### config.mk
export PLATFORM = sky130hd
export DESIGN_NAME = toast_timer
export DESIGN_NICKNAME = d
export VERILOG_FILES = /design/src/rtl/toaster_pkg.sv /design/src/rtl/heater_pwm.sv /design/src/rtl/toast_timer.sv
export SDC_FILE = /design/constraint.sdc
export NUM_CORES = 1
export LEC_CHECK = 0
export CORE_MARGIN = 5
export CORE_UTILIZATION = 65
export CTS_BUF_LIST = sky130_fd_sc_hd__clkbuf_8
export DETAILED_ROUTE_END_ITERATION = 8
export PLACE_DENSITY_LB_ADDON = 0.08
export RECOVER_POWER = 25
export SYNTH_ARGS = -nofsm -noshare
export SYNTH_HDL_FRONTEND = slang
export SYNTH_SLANG_ARGS = --single-unit
### constraint.sdc
create_clock -name clk -period 5.4 [get_ports clk]
set_input_delay 0.81 -clock clk [delete_from_list [all_inputs] [get_ports clk]]
set_output_delay 0.81 -clock clk [all_outputs]
set_load 0.02 [all_outputs]
### src/rtl/toaster_pkg.sv
// Shared types and helpers for the toaster timer slice.
// Holds the FSM encoding, m:ss BCD bundle and conversion helpers.
package toaster_pkg;

   typedef enum logic [1:0] {
      IDLE = 2'd0,
      RUN  = 2'd1,
      DONE = 2'd2
   } state_t;

   localparam int PWM_STEPS   = 100;
   localparam int MAX_SECONDS = 599;

   typedef struct packed {
      logic [3:0] mins;
      logic [3:0] tens;
      logic [3:0] ones;
   } bcd_mss_t;

   function automatic bcd_mss_t to_mss(input logic [9:0] secs);
      bcd_mss_t   v;
      logic [9:0] s;
      logic [5:0] r;
      s = (secs > 10'(MAX_SECONDS)) ? 10'(MAX_SECONDS) : secs;
      v.mins = 4'(s / 10'd60);
      r      = 6'(s % 10'd60);
      v.tens = 4'(r / 6'd10);
      v.ones = 4'(r % 6'd10);
      return v;
   endfunction

   function automatic bcd_mss_t mss_dec(input bcd_mss_t x);
      bcd_mss_t v;
      v = x;
      if (x.ones != 4'd0) begin
         v.ones = x.ones - 4'd1;
      end else begin
         v.ones = 4'd9;
         if (x.tens != 4'd0) begin
            v.tens = x.tens - 4'd1;
         end else begin
            v.tens = 4'd5;
            v.mins = x.mins - 4'd1;
         end
      end
      return v;
   endfunction

endpackage

### src/rtl/heater_pwm.sv
// Heater PWM: step divider, 100-step counter, duty double-buffer.
// Duty only changes at the period wrap so the drive never glitches.
module heater_pwm #(
   parameter int PWM_DIV = 500
) (
   input  logic       clk,
   input  logic       reset_n,
   input  logic       enable,
   input  logic [6:0] duty_next,
   output logic       heat
);
   import toaster_pkg::*;

   localparam int DW = (PWM_DIV > 1) ? $clog2(PWM_DIV) : 1;

   logic [DW-1:0] div_q;
   logic [DW-1:0] div_d;
   logic [6:0]    step_q;
   logic [6:0]    step_d;
   logic [6:0]    duty_q;
   logic [6:0]    duty_d;
   logic          adv;
   logic          wrap;

   // Next values of the free-running divider, step and duty buffer
   always_comb begin
      adv    = (div_q == DW'(PWM_DIV - 1));
      wrap   = adv && (step_q == 7'(PWM_STEPS - 1));
      div_d  = adv ? '0 : div_q + DW'(1);
      step_d = step_q;
      if (adv) begin
         step_d = wrap ? 7'd0 : step_q + 7'd1;
      end
      duty_d = wrap ? duty_next : duty_q;
   end

   // Registers; heat is aligned with the step and duty it reflects
   always_ff @(posedge clk or negedge reset_n) begin
      if (!reset_n) begin
         div_q  <= '0;
         step_q <= '0;
         duty_q <= '0;
         heat   <= 1'b0;
      end else begin
         div_q  <= div_d;
         step_q <= step_d;
         duty_q <= duty_d;
         heat   <= enable && (step_d < duty_d);
      end
   end

endmodule

### src/rtl/toast_timer.sv
// Toaster countdown timer: write handshake, m:ss BCD countdown,
// run/stop FSM and heater PWM drive.
module toast_timer #(
   parameter int CLK_HZ  = 50_000_000,
   parameter int PWM_DIV = 500
) (
   input  logic        clk,
   input  logic        reset_n,
   input  logic        start,
   input  logic        stop,
   input  logic        write,
   input  logic [9:0]  Time,
   input  logic [7:0]  DC,
   output logic        write_ack,
   output logic [11:0] tLED,
   output logic        heat,
   output logic        busy,
   output logic        done
);
   import toaster_pkg::*;

   localparam int PW = (CLK_HZ > 1) ? $clog2(CLK_HZ) : 1;

   state_t        state_q;
   state_t        state_d;
   bcd_mss_t      tled_q;
   bcd_mss_t      tled_d;
   bcd_mss_t      tled_ld;
   logic [PW-1:0] presc_q;
   logic [6:0]    duty_next_q;
   logic [6:0]    duty_clamp;
   logic          load;
   logic          tick;

   assign tLED = tled_q;

   // Load decode: post-load time value and clamped duty
   always_comb begin
      load       = write && !write_ack;
      tick       = (presc_q == PW'(CLK_HZ - 1));
      tled_ld    = load ? to_mss(Time) : tled_q;
      duty_clamp = (DC > 8'd100) ? 7'd100 : DC[6:0];
   end

   // Next state and countdown; a same-cycle load beats a tick
   always_comb begin
      state_d = state_q;
      tled_d  = tled_ld;
      unique case (state_q)
         IDLE: begin
            if (start && !stop && tled_ld != '0) begin
               state_d = RUN;
            end
         end
         RUN: begin
            if (stop) begin
               state_d = IDLE;
            end else if (!load && tick && tled_q != '0) begin
               tled_d = mss_dec(tled_q);
               if (tled_q == 12'h001) begin
                  state_d = DONE;
               end
            end
         end
         DONE: begin
            state_d = IDLE;
         end
         default: begin
            state_d = IDLE;
         end
      endcase
   end

   // Second prescaler, held clear outside RUN so a resume starts fresh
   always_ff @(posedge clk or negedge reset_n) begin
      if (!reset_n) begin
         presc_q <= '0;
      end else if (state_q != RUN || tick) begin
         presc_q <= '0;
      end else begin
         presc_q <= presc_q + PW'(1);
      end
   end

   // State, time, handshake and registered status outputs
   always_ff @(posedge clk or negedge reset_n) begin
      if (!reset_n) begin
         state_q     <= IDLE;
         tled_q      <= '0;
         write_ack   <= 1'b0;
         duty_next_q <= '0;
         busy        <= 1'b0;
         done        <= 1'b0;
      end else begin
         state_q   <= state_d;
         tled_q    <= tled_d;
         write_ack <= write;
         busy      <= (state_d == RUN);
         done      <= (state_d == DONE);
         if (load) begin
            duty_next_q <= duty_clamp;
         end
      end
   end

   heater_pwm #(
      .PWM_DIV (PWM_DIV)
   ) u_pwm (
      .clk       (clk),
      .reset_n   (reset_n),
      .enable    (state_d == RUN),
      .duty_next (duty_next_q),
      .heat      (heat)
   );

endmodule
* Word-level counts from Yosys, hierarchy flattened
Index checks and enable logic that the tools add are counted.
** Operators by class
- Reduce and logical (&&, ||, !) cells :: 17
- Mux-type cells :: 20
- Div/mod/pow operators :: 4
- $lt $le $gt $ge :: 3
- Eq/ne operators :: 10
- Add/sub/neg operators :: 6
** Operators by type and width (count)
- $mux 12 :: 4
- $mux 7 :: 4
- $add 26x1->26 const B :: 1
- $eq 26x26->1 const B :: 1
- $mux 26 :: 1
- $reduce_bool 12->1 :: 2
- $eq 12x1->1 const B :: 1
- $mux 4 :: 3
- $sub 4x1->4 const B :: 3
- $div 10x6->10 const B :: 1
- $gt 10x10->1 const B :: 1
- $mod 10x6->10 const B :: 1
- $mux 10 :: 1
- $add 9x1->9 const B :: 1
- $eq 9x9->1 const B :: 1
- $mux 9 :: 1
- $gt 8x7->1 const B :: 1
- $mux 2 :: 4
- $mux 8 :: 1
- $ne 4x4->1 const B :: 2
- $reduce_bool 4->1 :: 2
- $add 7x1->7 const B :: 1
- $eq 7x7->1 const B :: 1
- $logic_and 1x1->1 :: 7
- 11 further kinds :: 14
** Storage, ports and cells
- Output and inout bits :: 16
- Bits in registers :: 74

* Longest topological paths before layout
Gate-level depths: netlist (run 1).
- Depth in word-level cells :: 11
- Mapped depth :: 22
- Mapped depth without buffers :: 20

* Hierarchy
From an unflattened synthesis (run 1), not the netlist that was laid out.
** Second synthesis, totals
- Cell total of the unflattened synthesis :: 546
- Area total of the unflattened synthesis :: 4903.5 um2
** By module, submodules not included
- toast_timer :: sequential area each 1251.2 um2, times used 1, cells an instance 425, area each 3606.0 um2
- heater_pwm :: sequential area each 600.6 um2, times used 1, cells an instance 121, area each 1297.5 um2

* Worst setup path after synthesis (run 1)
OpenSTA, ideal clock, no wires.
- Path kind :: input to register
- Start point :: input Time[4]
- End point :: register u_pwm.heat
- Required time :: 5.280 ns
- Arrival time :: 4.555 ns
- Cell stages on the path :: 21
- Path buffers :: 1
- Path slack :: 0.725 ns
- Cell sequence :: buf_4 > and2_2 > a32oi_4 > mux2i_1 > o21ai_1 > a2111oi_4 > nor2_4 > inv_2 > ha_1 > o2111ai_1 > o211ai_1 > nand3b_1 > a32oi_1 > inv_1 > ha_1 > o21ai_0 > and2_1 > a221oi_1 > and4_1 > a41oi_2 > and3b_1
** On the way
- Cells in the longest elaborated chain, start to end :: 11
- Elaborated cells between the ends (all ways) :: 13
- Those cells by class :: div: 4; order compare: 1; eq/ne: 1; mux: 4; reduce/logical: 3
** Ends and longest elaborated chain
- start, declared :: line toast_timer.sv:12 : input logic [9:0] Time,
- $gt 10x10->1 :: line toaster_pkg.sv:24 : s = (secs > 10'(MAX_SECONDS)) ? 10'(MAX_SECONDS) : secs;
- $mux 10 (*) :: line toaster_pkg.sv:24
- $mod 10x6->10 :: line toaster_pkg.sv:26 : r = 6'(s % 10'd60);
- $mod 6x4->6 or $div 6x4->6 (tied branches) :: line toaster_pkg.sv:28, toaster_pkg.sv:27
- $mux 12 (*) :: line toast_timer.sv:41 : tled_ld = load ? to_mss(Time) : tled_q;
- $reduce_bool 12->1 (*) :: line toast_timer.sv:51 : if (start && !stop && tled_ld != '0) begin
- $logic_and 1x1->1 (*) :: line toast_timer.sv:51
- $mux 2 (*) :: line toast_timer.sv:51
- $pmux 2 s2 (*) :: line toast_timer.sv:49 : unique case (state_q)
- via state_d[0] :: line toast_timer.sv:25 : state_t state_d;
- $eq 2x1->1 (*) :: line toast_timer.sv:111 : .enable (state_d == RUN),
- $logic_and 1x1->1 (*) :: line heater_pwm.sv:48 : heat <= enable && (step_d < duty_d);
- end signal, assigned :: line heater_pwm.sv:48
- end, declared :: line heater_pwm.sv:10 : output logic heat
Mark *: on every way through the listed nets, which the timed path passes. The rest lies on a longest branch.
A chain may end at the register's enable or synchronous reset.

* Final worst setup path (run 1)
- Start point :: input Time[8]
- End point :: register u_pwm.heat
The elaborated chain is that of the path after synthesis.

==> impl_metrics.env, run 1 <==
export IMPL_first_global_vias=4007
export IMPL_clk_pin_slew_worst_paths_ns=0.08
export IMPL_coreArea_mm2=0.007214
export IMPL_syn_nets=565
export IMPL_viasPerCell=6.178
export IMPL_grt_pass1_wl_um=18440
export IMPL_top_usage_layer="met2"
export IMPL_ios=39
export IMPL_cp_max_fo=15
export IMPL_clk_latency_ns=0.35
export IMPL_period_needed_ns=5.050
export IMPL_cp_cell_sequence="clkdlybuf4s50_1 > buf_4 > and4b_1 > a311oi_2 > a21o_2 > o21bai_1 > a32o_1 > nor2_4 > inv_2 > ha_1 > o2111ai_1 > o211ai_1 > buf_4 > a21o_1 > a32oi_2 > inv_1 > ha_1 > o21ai_0 > and2_1 > a221oi_1 > and4_1 > a41oi_2 > and3b_1"
export IMPL_synth_top_cell_area_share=0.3846
export IMPL_die_area_mm2=0.009228
export IMPL_worstHoldPathType="reg -> reg"
export IMPL_remaining_drc_errors=0
export IMPL_antenna_found_initial=0
export IMPL_cap_violations=1
export IMPL_netlist_area_mm2=0.004815
export IMPL_grt_ovfl_total=0
export IMPL_grt_use_total=0.2541
export IMPL_cts_made_buffers=9
export IMPL_r2r_start="u_pwm.div_q[0]$_DFF_PN0_"
export IMPL_vdd_drop_max_mv=0.1634
export IMPL_slew_headroom=-1.545
export IMPL_cts_buffer_depth=2
export IMPL_use_met2=0.4186
export IMPL_synthTopCellsByCount="dfrtp_1, nor2_1, nand2_1"
export IMPL_use_met3=0.04613
export IMPL_cts_hold_buf=0
export IMPL_ant_nets=0
export IMPL_status="complete, but fails checks"
export IMPL_setup_worst_path_start_class="input pin"
export IMPL_start_util=0.6674
export IMPL_fmax_mhz=198.0
export IMPL_reg2reg_depth=16
export IMPL_synth_edf_count=0
export IMPL_syn_inst=530
export IMPL_critPathKind="in -> reg"
export IMPL_yosysWarnings=0
export IMPL_crit_path_end="u_pwm.heat$_DFF_PN0_"
export IMPL_use_met1=0.3342
export IMPL_fp_dieW_um=96.07
export IMPL_htree_num_levels=3
export IMPL_synth_top_cells_by_area="dfrtp_1, nor2_1, nand2_1"
export IMPL_setup_violations=0
export IMPL_grt_max_degree=75
export IMPL_final_nets=622
export IMPL_synth_distinct_cells=89
export IMPL_required_ns=5.64
export IMPL_timing_final_crit_share=0.9352
export IMPL_insertedDiodeCount=0
export IMPL_stdcell_count=691
export IMPL_ys_flop_type="dfrtp_1"
export IMPL_port_buffers=38
export IMPL_routed_wl_um=11170
export IMPL_rr_endpoint="u_pwm.heat$_DFF_PN0_"
export IMPL_post_cts_setup_buffers=0
export IMPL_dp_cells=675
export IMPL_avgSynthCellArea_um2=9.084
export IMPL_power_density_mw_per_mm2=259.4
export IMPL_synth_seq_cells=74
export IMPL_cp_end_kind="flop"
export IMPL_yosys_area_top_type="dfrtp_1"
export IMPL_ys_seq_area_frac=0.3846
export IMPL_first_pass_iters=5
export IMPL_yosysMostFrequentCell="dfrtp_1"
export IMPL_cpMaxStageDelayCell="clkdlybuf4s50_1"
export IMPL_area_delta_synth_final_pct=16.68
export IMPL_avgRoutedWirePerCell_um=16.17
export IMPL_arrival_ns=5.29
export IMPL_rsz0062_at_grt="false"
export IMPL_rows=31
export IMPL_cts_tree="built"
export IMPL_layout_drive_gt1_share=0.1301
export IMPL_leakage_nw=2.341
export IMPL_hpwlAfterDp_um=8070
export IMPL_reg2reg_slack_ns=1.76
export IMPL_skew_ns=0.01008
export IMPL_drtIter0Drc=344
export IMPL_place_gp_congestion=0.9638
export IMPL_total_power_mw=1.457
export IMPL_violations="capacitance limit, slew limit"
export IMPL_final_max_slew_viol_count=75
export IMPL_finalHoldViolations=0
export IMPL_die_h_um=96.07
export IMPL_root_buffer="clkbuf_8"
export IMPL_cts_sinks=74
export IMPL_setup_worst_path_start="Time[8]"
export IMPL_vias=4269
export IMPL_async_reset_ff_frac=1.000
export IMPL_worst_pin_slew_ns=3.817
export IMPL_cpPeakStageDelay_ns=0.52
==> per-layer routing <==
| layer | vias to the layer above | share of wire |
|---|---|---|
| met4 | 0 | 0.021 |
| met2 | 135 | 0.49 |
| met3 | 26 | 0.052 |
| met1 | 2052 | 0.44 |
| li1 | 2056 | - |
| met5 | - | 0 |
==> logic make-up after synthesis <==
| family | Yosys count | synth area share |
|---|---|---|
| AO/OA/AOI/OAI | 121 | 0.1889 |
| adder cells (fa/ha/maj) | 13 | 0.03326 |
| AND/OR/NAND/NOR | 235 | 0.2604 |
| buffers and inverters | 41 | 0.04443 |
| XOR/XNOR | 34 | 0.06185 |
| flip-flops | 74 | 0.3846 |
| multiplexers | 12 | 0.02651 |
==> state kept, by name, summed over array words and instances, names as in the netlist <==
register / count
presc_q: 26
tLED: 12
u_pwm.div_q: 9
duty_next_q: 7
u_pwm.duty_q: 7
u_pwm.step_q: 7
state_q: 2
busy: 1
done: 1
u_pwm.heat: 1
write_ack: 1
==> cells in the final DEF, fill, tap and decap left out, drive strengths merged, types with 4 or more instances in the layout <==
cell,synthesis,layout
a21o,5,5
a21oi,20,20
a22o,5,5
a311oi,6,6
and3,7,7
and4,5,5
buf,13,29
clkbuf,9,11
clkdlybuf4s50,0,36
dfrtp,74,74
ha,12,12
inv,19,21
mux2i,9,9
nand2,52,52
nand3,28,28
nand3b,4,4
nand4,11,11
nor2,62,62
nor2b,9,9
nor3,14,14
nor4,9,9
o211ai,4,4
o21a,4,4
o21ai,38,38
o31ai,4,4
or3,8,8
xnor2,17,17
xor2,17,17
==> power breakdown <==
part	total [mW]	internal (mW)	switching [mW]	leakage, nW
Combinational	0.403	0.181	0.222	1.26
Clock	0.425	0.213	0.212	0.101
Sequential	0.629	0.583	0.0463	0.977
==> worst min-delay path by stage <==
stage | start | end | slack (ns) | cells after the start
after CTS | duty_next_q[6]$_DFFE_PN0P_ | duty_next_q[6]$_DFFE_PN0P_ | 0.48 | 2
after floorplan | duty_next_q[5]$_DFFE_PN0P_ | duty_next_q[5]$_DFFE_PN0P_ | 0.44 | 2
after global routing | presc_q[0]$_DFF_PN0_ | presc_q[0]$_DFF_PN0_ | 0.52 | 1
after detailed placement | duty_next_q[6]$_DFFE_PN0P_ | duty_next_q[6]$_DFFE_PN0P_ | 0.46 | 2
final | duty_next_q[6]$_DFFE_PN0P_ | duty_next_q[6]$_DFFE_PN0P_ | 0.48 | 2
after global placement | duty_next_q[6]$_DFFE_PN0P_ | duty_next_q[6]$_DFFE_PN0P_ | 0.46 | 2
==> worst max-delay path, delay by kind of cell <==
kind	cells	cell delay, ns
buffers and inverters	5	1.01
adder cells (fa/ha/maj)	2	0.47
AND/OR/NAND/NOR	5	1.01
AO/OA/AOI/OAI	11	1.99
==> cell type report <==
cell class,instances,area [um2]
Clock inverter,7,68.82
Clock buffer,9,123.9
Multi-Input combinational cell,415,2760
Fill cell,516,1597
Inverter,19,71.32
Sequential cell,74,1852
Timing Repair Buffer,68,618.1
Tap cell,99,123.9
==> through the flow <==
| stage | hold slack [ns] | setup TNS, ns | cell area, um2 | util | setup WS, ns |
|---|---|---|---|---|---|
| 2_1_floorplan | 0.4385 | 0 | 4815 | - | 0.7250 |
| 4_1_cts | 0.4807 | 0 | 5614 | 0.7782 | 0.3463 |
| 6_report | 0.4779 | 0 | 5618 | 0.7787 | 0.3498 |
| 5_1_grt | 0.5217 | 0 | 5618 | 0.7787 | 0.03996 |
| 3_3_place_gp | 0.4567 | 0 | 5421 | 0.7515 | 0.1514 |
| 3_5_place_dp | 0.4627 | -0.008743 | 5421 | 0.7515 | -0.008743 |
==> what timing repair did <==
action / CTS / global route
endpoints found under the setup margin: 0 / 1
endpoints found under the hold margin: 0 / 0
resized for setup: 0 / 3
No activity file was read; power rests on OpenSTA's default activity.
==> run 2, diff against run 1 <==
- CAP_MARGIN: unset -> 20
- CORE_MARGIN: 5 -> 4
==> run 2 against run 1 <==
Net effect: die area decreased by 4.1%; largest power group unchanged; combinational power increased by 2%; non-clock buffer count fell by 1; sequential share of layout area fell by 0.38 points; routed wire length up 4.5%; flip-flop and latch count stayed put; critical path depth stayed put; sequential power barely moved; the flow still finishes with violations (capacitance limit, slew limit); clock power grew 15%.
==> impl_metrics.env, run 2 (synthesis gave the netlist of run 1 again) <==
export IMPL_status="complete, but fails checks"
export IMPL_violations="capacitance limit, slew limit"
export IMPL_top_register="presc_q"
export IMPL_leakage_nw=2.362
export IMPL_final_common_cell="dfrtp_1"
export IMPL_timing_final_crit_share=0.9551
export IMPL_viasPerCell=6.270
export IMPL_layout_drive_gt1_share=0.1421
export IMPL_final_cell_mix="dfrtp_1, nor2_1, nand2_1, clkdlybuf4s50_1, o21ai_0"
export IMPL_fin_hold_ws_ns=0.4881
export IMPL_place_gp_congestion=0.9468
export IMPL_cts_hold_buf=0
export IMPL_largest_register_ffs=26
export IMPL_stdcell_count=690
export IMPL_clk_latency_ns=0.35
export IMPL_critPathBufInv=5
export IMPL_port_buffers=38
export IMPL_final_nets=621
export IMPL_cp_max_fo=6
export IMPL_cts_made_buffers=9
export IMPL_cpPeakStageDelay_ns=0.49
export IMPL_finalHoldViolations=0
export IMPL_rows=31
export IMPL_cpMaxStageDelayCell="clkdlybuf4s50_1"
export IMPL_cts_tree="built"
export IMPL_total_power_mw=1.527
export IMPL_cp_end_kind="flop"
export IMPL_multi_input_area_mm2=0.002796
export IMPL_drtIter0Drc=298
export IMPL_coreArea_mm2=0.007214
export IMPL_routed_wl_um=11680
export IMPL_period_needed_ns=5.158
export IMPL_vdd_drop_max_mv=0.1509
export IMPL_grt_max_degree=75
export IMPL_grt_use_total=0.2788
export IMPL_arrival_ns=5.39
export IMPL_final_area_mm2=0.005683
export IMPL_root_buffer="clkbuf_8"
export IMPL_critPathKind="in -> reg"
export IMPL_final_max_slew_viol_count=75
export IMPL_clk_pin_slew_worst_paths_ns=0.07
export IMPL_insertedDiodeCount=0
export IMPL_fp_dieW_um=94.07
export IMPL_reg2reg_slack_ns=1.98
export IMPL_antenna_found_initial=0
export IMPL_die_area_mm2=0.008848
export IMPL_cap_violations=1
export IMPL_area_delta_synth_final_pct=18.04
export IMPL_crit_family="compound AO/OA/AOI/OAI gates"
export IMPL_dpl_cell_area_mm2=0.005414
export IMPL_ant_nets=0
export IMPL_post_cts_setup_buffers=0
export IMPL_hpwlAfterDp_um=8408
export IMPL_grt_pass1_wl_um=19600
export IMPL_worst_pin_slew_ns=3.856
export IMPL_first_global_vias=4307
export IMPL_regArea_mm2=0.001852
export IMPL_start_util=0.6674
export IMPL_setup_worst_path_start_class="input pin"
export IMPL_cp_cell_sequence="clkdlybuf4s50_1 > buf_4 > and3b_1 > o21ai_0 > nor2b_2 > nand2_1 > a32o_1 > nor2_4 > inv_2 > ha_1 > o2111ai_1 > o211ai_1 > buf_4 > a21o_1 > a32oi_2 > inv_1 > ha_1 > o21ai_0 > and2_1 > a221oi_2 > and4_4 > a41oi_2 > and3b_1"
export IMPL_dp_cells=674
export IMPL_die_h_um=94.07
export IMPL_fmax_mhz=193.9
export IMPL_skew_ns=0.01346
export IMPL_slew_headroom=-1.571
export IMPL_n_fill_cell=516
export IMPL_cts_buffer_depth=2
export IMPL_avgRoutedWirePerCell_um=16.92
export IMPL_grt_ovfl_total=0
export IMPL_power_density_mw_per_mm2=268.6
export IMPL_required_ns=5.63
export IMPL_vias=4326
export IMPL_htree_num_levels=3
export IMPL_cts_sinks=74
export IMPL_remaining_drc_errors=0
export IMPL_first_pass_iters=5
export IMPL_worstHoldPathType="reg -> reg"
export IMPL_ios=39
export IMPL_setup_violations=0
## run 2: layout make-up
| type | count | share of cell area |
|---|---|---|
| multi-input combinational | 415 | 0.4921 |
| sequential | 74 | 0.3258 |
| timing repair buffer | 67 | 0.1085 |
| clock buffer | 9 | 0.02180 |
| tap | 99 | 0.02180 |
| clock inverter | 7 | 0.01739 |
| inverter | 19 | 0.01255 |
## run 2: worst paths after layout
| path | cells past startpoint | end | startpoint |
|---|---|---|---|
| setup / recovery | 23 | u_pwm.heat$_DFF_PN0_ | Time[4] |
| hold / removal | 2 | duty_next_q[5]$_DFFE_PN0P_ | duty_next_q[5]$_DFFE_PN0P_ |
| setup reg to reg | 12 | u_pwm.heat$_DFF_PN0_ | tLED[0]$_DFF_PN0_ |
| hold reg to reg | 2 | duty_next_q[5]$_DFFE_PN0P_ | duty_next_q[5]$_DFFE_PN0P_ |
| max in group asynchronous | 2 | u_pwm.heat$_DFF_PN0_ | reset_n |
| min in group asynchronous | 2 | u_pwm.div_q[5]$_DFF_PN0_ | reset_n |
## run 2: metrics by stage
step                      setup TNS, ns  worst slack (ns)  utilization
final                                 0            0.2423       0.7877
after global routing           -0.05742          -0.05742       0.7877
after CTS                             0           0.05463       0.7813
after detailed placement        -0.5220           -0.2938       0.7504
after global placement                0           0.05533       0.7504
after floorplan                       0            0.7250            -
## run 2: repair_timing
action,CTS,global route
endpoints found under the hold margin,0,0
setup endpoints to repair,0,3
gates resized for setup,0,11
## run 2: power by group
part,switching [mW],leakage [nW],internal [mW],total (mW)
clock,0.224,0.110,0.263,0.488
combinational,0.228,1.27,0.182,0.410
sequential,0.0459,0.977,0.583,0.629
## run 2: routing by layer
layer / wire length (um) / share of wire / global-route usage
met5: 0 / 0 / 0
met4: 312 / 0.027 / 0.1227
met3: 656 / 0.056 / 0.05529
met2: 5739 / 0.49 / 0.4477
met1: 4969 / 0.43 / 0.3659
## run 2: worst register-to-register path, cell delays in order (launching register included)
cell     delay, ns
dfrtp_1       0.50
or4_1         0.59
or3_1         0.42
nor3_1        0.36
nand2_1       0.16
nor3_1        0.19
or3_1         0.17
o21ai_0       0.15
nand3_1       0.14
nor2_1        0.06
and4_4        0.22
a41oi_2       0.19
and3b_1       0.20
==> run 3, diff against run 2 <==
- PLACE_DENSITY_LB_ADDON: 0.08 -> 0.05
==> run 3 against run 2 <==
Net effect: the flow still finishes with violations (capacitance limit, slew limit); global-route usage is 0.33 points lower; combinational power hardly changed; count of clock-buffer cells in the layout is 1 higher; sequential share of layout area is 0.12 points higher; cell count is 0.29% higher; flip-flop and latch count stayed put; die area stayed put; core utilization is 0.28 points lower; clock power is 2% higher; critical path type unchanged.
==> impl_metrics.env, run 3 (synthesis gave the netlist of run 1 again) <==
export IMPL_grt_pass1_wl_um=19670
export IMPL_hold_depth=1
export IMPL_antenna_found_initial=0
export IMPL_skew_ns=0.01386
export IMPL_cts_made_buffers=9
export IMPL_slew_headroom=-0.3910
export IMPL_top_register="presc_q"
export IMPL_arrival_ns=5.41
export IMPL_largest_register_ffs=26
export IMPL_fp_dieW_um=94.07
export IMPL_rows=31
export IMPL_critPathKind="in -> reg"
export IMPL_vdd_drop_max_mv=0.1578
export IMPL_final_max_slew_viol_count=38
export IMPL_clk_pin_slew_worst_paths_ns=0.08
export IMPL_cts_sinks=74
export IMPL_routed_wl_um=11480
export IMPL_crit_path_end="u_pwm.heat$_DFF_PN0_"
export IMPL_setup_worst_path_start="Time[4]"
export IMPL_htree_num_levels=3
export IMPL_required_ns=5.63
export IMPL_fmax_mhz=193.3
export IMPL_start_util=0.6674
export IMPL_final_cell_mix="dfrtp_1, nor2_1, nand2_1, clkdlybuf4s50_1, o21ai_0"
export IMPL_worstHoldPathType="reg -> reg"
export IMPL_reg2reg_depth=12
export IMPL_status="complete, but fails checks"
export IMPL_layout_drive_gt1_share=0.1366
export IMPL_cpPeakStageDelay_ns=0.48
export IMPL_grt_ovfl_total=0
export IMPL_timing_final_crit_share=0.9579
export IMPL_cts_buffer_depth=2
export IMPL_place_gp_congestion=0.8835
export IMPL_rr_endpoint="u_pwm.heat$_DFF_PN0_"
export IMPL_area_delta_synth_final_pct=17.62
export IMPL_die_h_um=94.07
export IMPL_die_area_mm2=0.008848
export IMPL_fin_hold_ws_ns=0.4862
export IMPL_post_cts_setup_buffers=0
export IMPL_remaining_drc_errors=0
export IMPL_worst_pin_slew_ns=2.086
export IMPL_ios=39
export IMPL_cp_cell_sequence="clkdlybuf4s50_1 > buf_4 > and4b_1 > a311oi_2 > a21o_2 > o21bai_1 > a32o_1 > nor2_4 > inv_2 > ha_1 > o2111ai_1 > o211ai_1 > buf_4 > a21o_1 > a32oi_2 > inv_1 > ha_1 > o21ai_0 > and2_1 > a221oi_2 > and4_1 > a41oi_2 > and3b_1"
export IMPL_setup_violations=0
export IMPL_drtIter0Drc=217
export IMPL_first_global_vias=4067
export IMPL_cp_end_kind="flop"
export IMPL_hpwlAfterDp_um=8486
export IMPL_grt_max_degree=39
export IMPL_viasPerCell=6.137
export IMPL_root_buffer="clkbuf_8"
export IMPL_cts_hold_buf=0
export IMPL_reg2reg_slack_ns=1.93
export IMPL_power_density_mw_per_mm2=271.4
export IMPL_ant_nets=0
export IMPL_insertedDiodeCount=0
export IMPL_cap_violations=1
export IMPL_first_pass_iters=5
export IMPL_grt_use_total=0.2755
export IMPL_violations="capacitance limit, slew limit"
export IMPL_cpMaxStageDelayCell="clkdlybuf4s50_1"
export IMPL_final_common_cell="dfrtp_1"
export IMPL_setup_worst_path_start_class="input pin"
export IMPL_period_needed_ns=5.173
export IMPL_r2r_start="tLED[3]$_DFF_PN0_"
export IMPL_port_buffers=38
export IMPL_total_power_mw=1.537
export IMPL_vias=4247
export IMPL_cts_tree="built"
export IMPL_avgRoutedWirePerCell_um=16.58
export IMPL_coreArea_mm2=0.007214
export IMPL_leakage_nw=2.367
export IMPL_clk_latency_ns=0.34
export IMPL_finalHoldViolations=0
export IMPL_cp_max_fo=14
export IMPL_final_nets=623
run 3: repair_timing:
item / in CTS / in global routing
endpoints found under the setup margin: 0 / 3
hold endpoints to repair: 0 / 0
gates resized for setup: 0 / 6
run 3: how the worst min path moves through the flow:
stage	start	slack [ns]	endpoint
finish	u_pwm.div_q[0]$_DFF_PN0_	0.49	u_pwm.div_q[0]$_DFF_PN0_
detailed placement	duty_next_q[6]$_DFFE_PN0P_	0.47	duty_next_q[6]$_DFFE_PN0P_
global route	u_pwm.duty_q[2]$_DFF_PN0_	0.51	u_pwm.duty_q[2]$_DFF_PN0_
global placement	duty_next_q[5]$_DFFE_PN0P_	0.46	duty_next_q[5]$_DFFE_PN0P_
CTS	u_pwm.div_q[8]$_DFF_PN0_	0.49	u_pwm.div_q[8]$_DFF_PN0_
floorplan	duty_next_q[5]$_DFFE_PN0P_	0.44	duty_next_q[5]$_DFFE_PN0P_
run 3: stage by stage:
stage | instances | utilization | TNS (ns) | cell area, um2 | setup WS [ns]
after floorplan | 530 | - | 0 | 4815 | 0.7250
after global placement | 676 | 0.7490 | 0 | 5404 | 0.02780
after detailed placement | 676 | 0.7490 | -0.3261 | 5404 | -0.2160
after CTS | 692 | 0.7817 | 0 | 5639 | 0.1081
after global routing | 692 | 0.7849 | -0.04155 | 5663 | -0.04155
final | 692 | 0.7849 | 0 | 5663 | 0.2271
run 3: final cells by class:
cell class,count,area (um2)
inverters,19,71.32
multi-input cells,415,2768
clock buffers,10,137.6
fillers,496,1551
flip-flops and latches,74,1852
repair buffers,69,613.1
well taps,99,123.9
clock inverters,6,97.59
run 3: per-layer routing:
layer  global-route usage  routed length, um  vias to the layer above
met2               0.4471               5435                      141
met3              0.04487                647                       20
met1               0.3891               5194                     2022
met4              0.06137                198                        0
met5                    0                  0                        -
li1                     -                  -                     2064
run 3: worst max-delay path: cells and delay by family:
kind                     cells  cell delay (ns)
buffers and inverters        5             0.95
AND/OR/NAND/NOR              5             1.10
AO/OA/AOI/OAI               11             2.05
adder cells (fa/ha/maj)      2             0.47
run 3: power breakdown:
group          switching [mW]  leakage [nW]  internal, mW  total, mW
clock                   0.219         0.119         0.279      0.498
combinational           0.230          1.27         0.183      0.413
sequential             0.0426         0.977         0.583      0.626
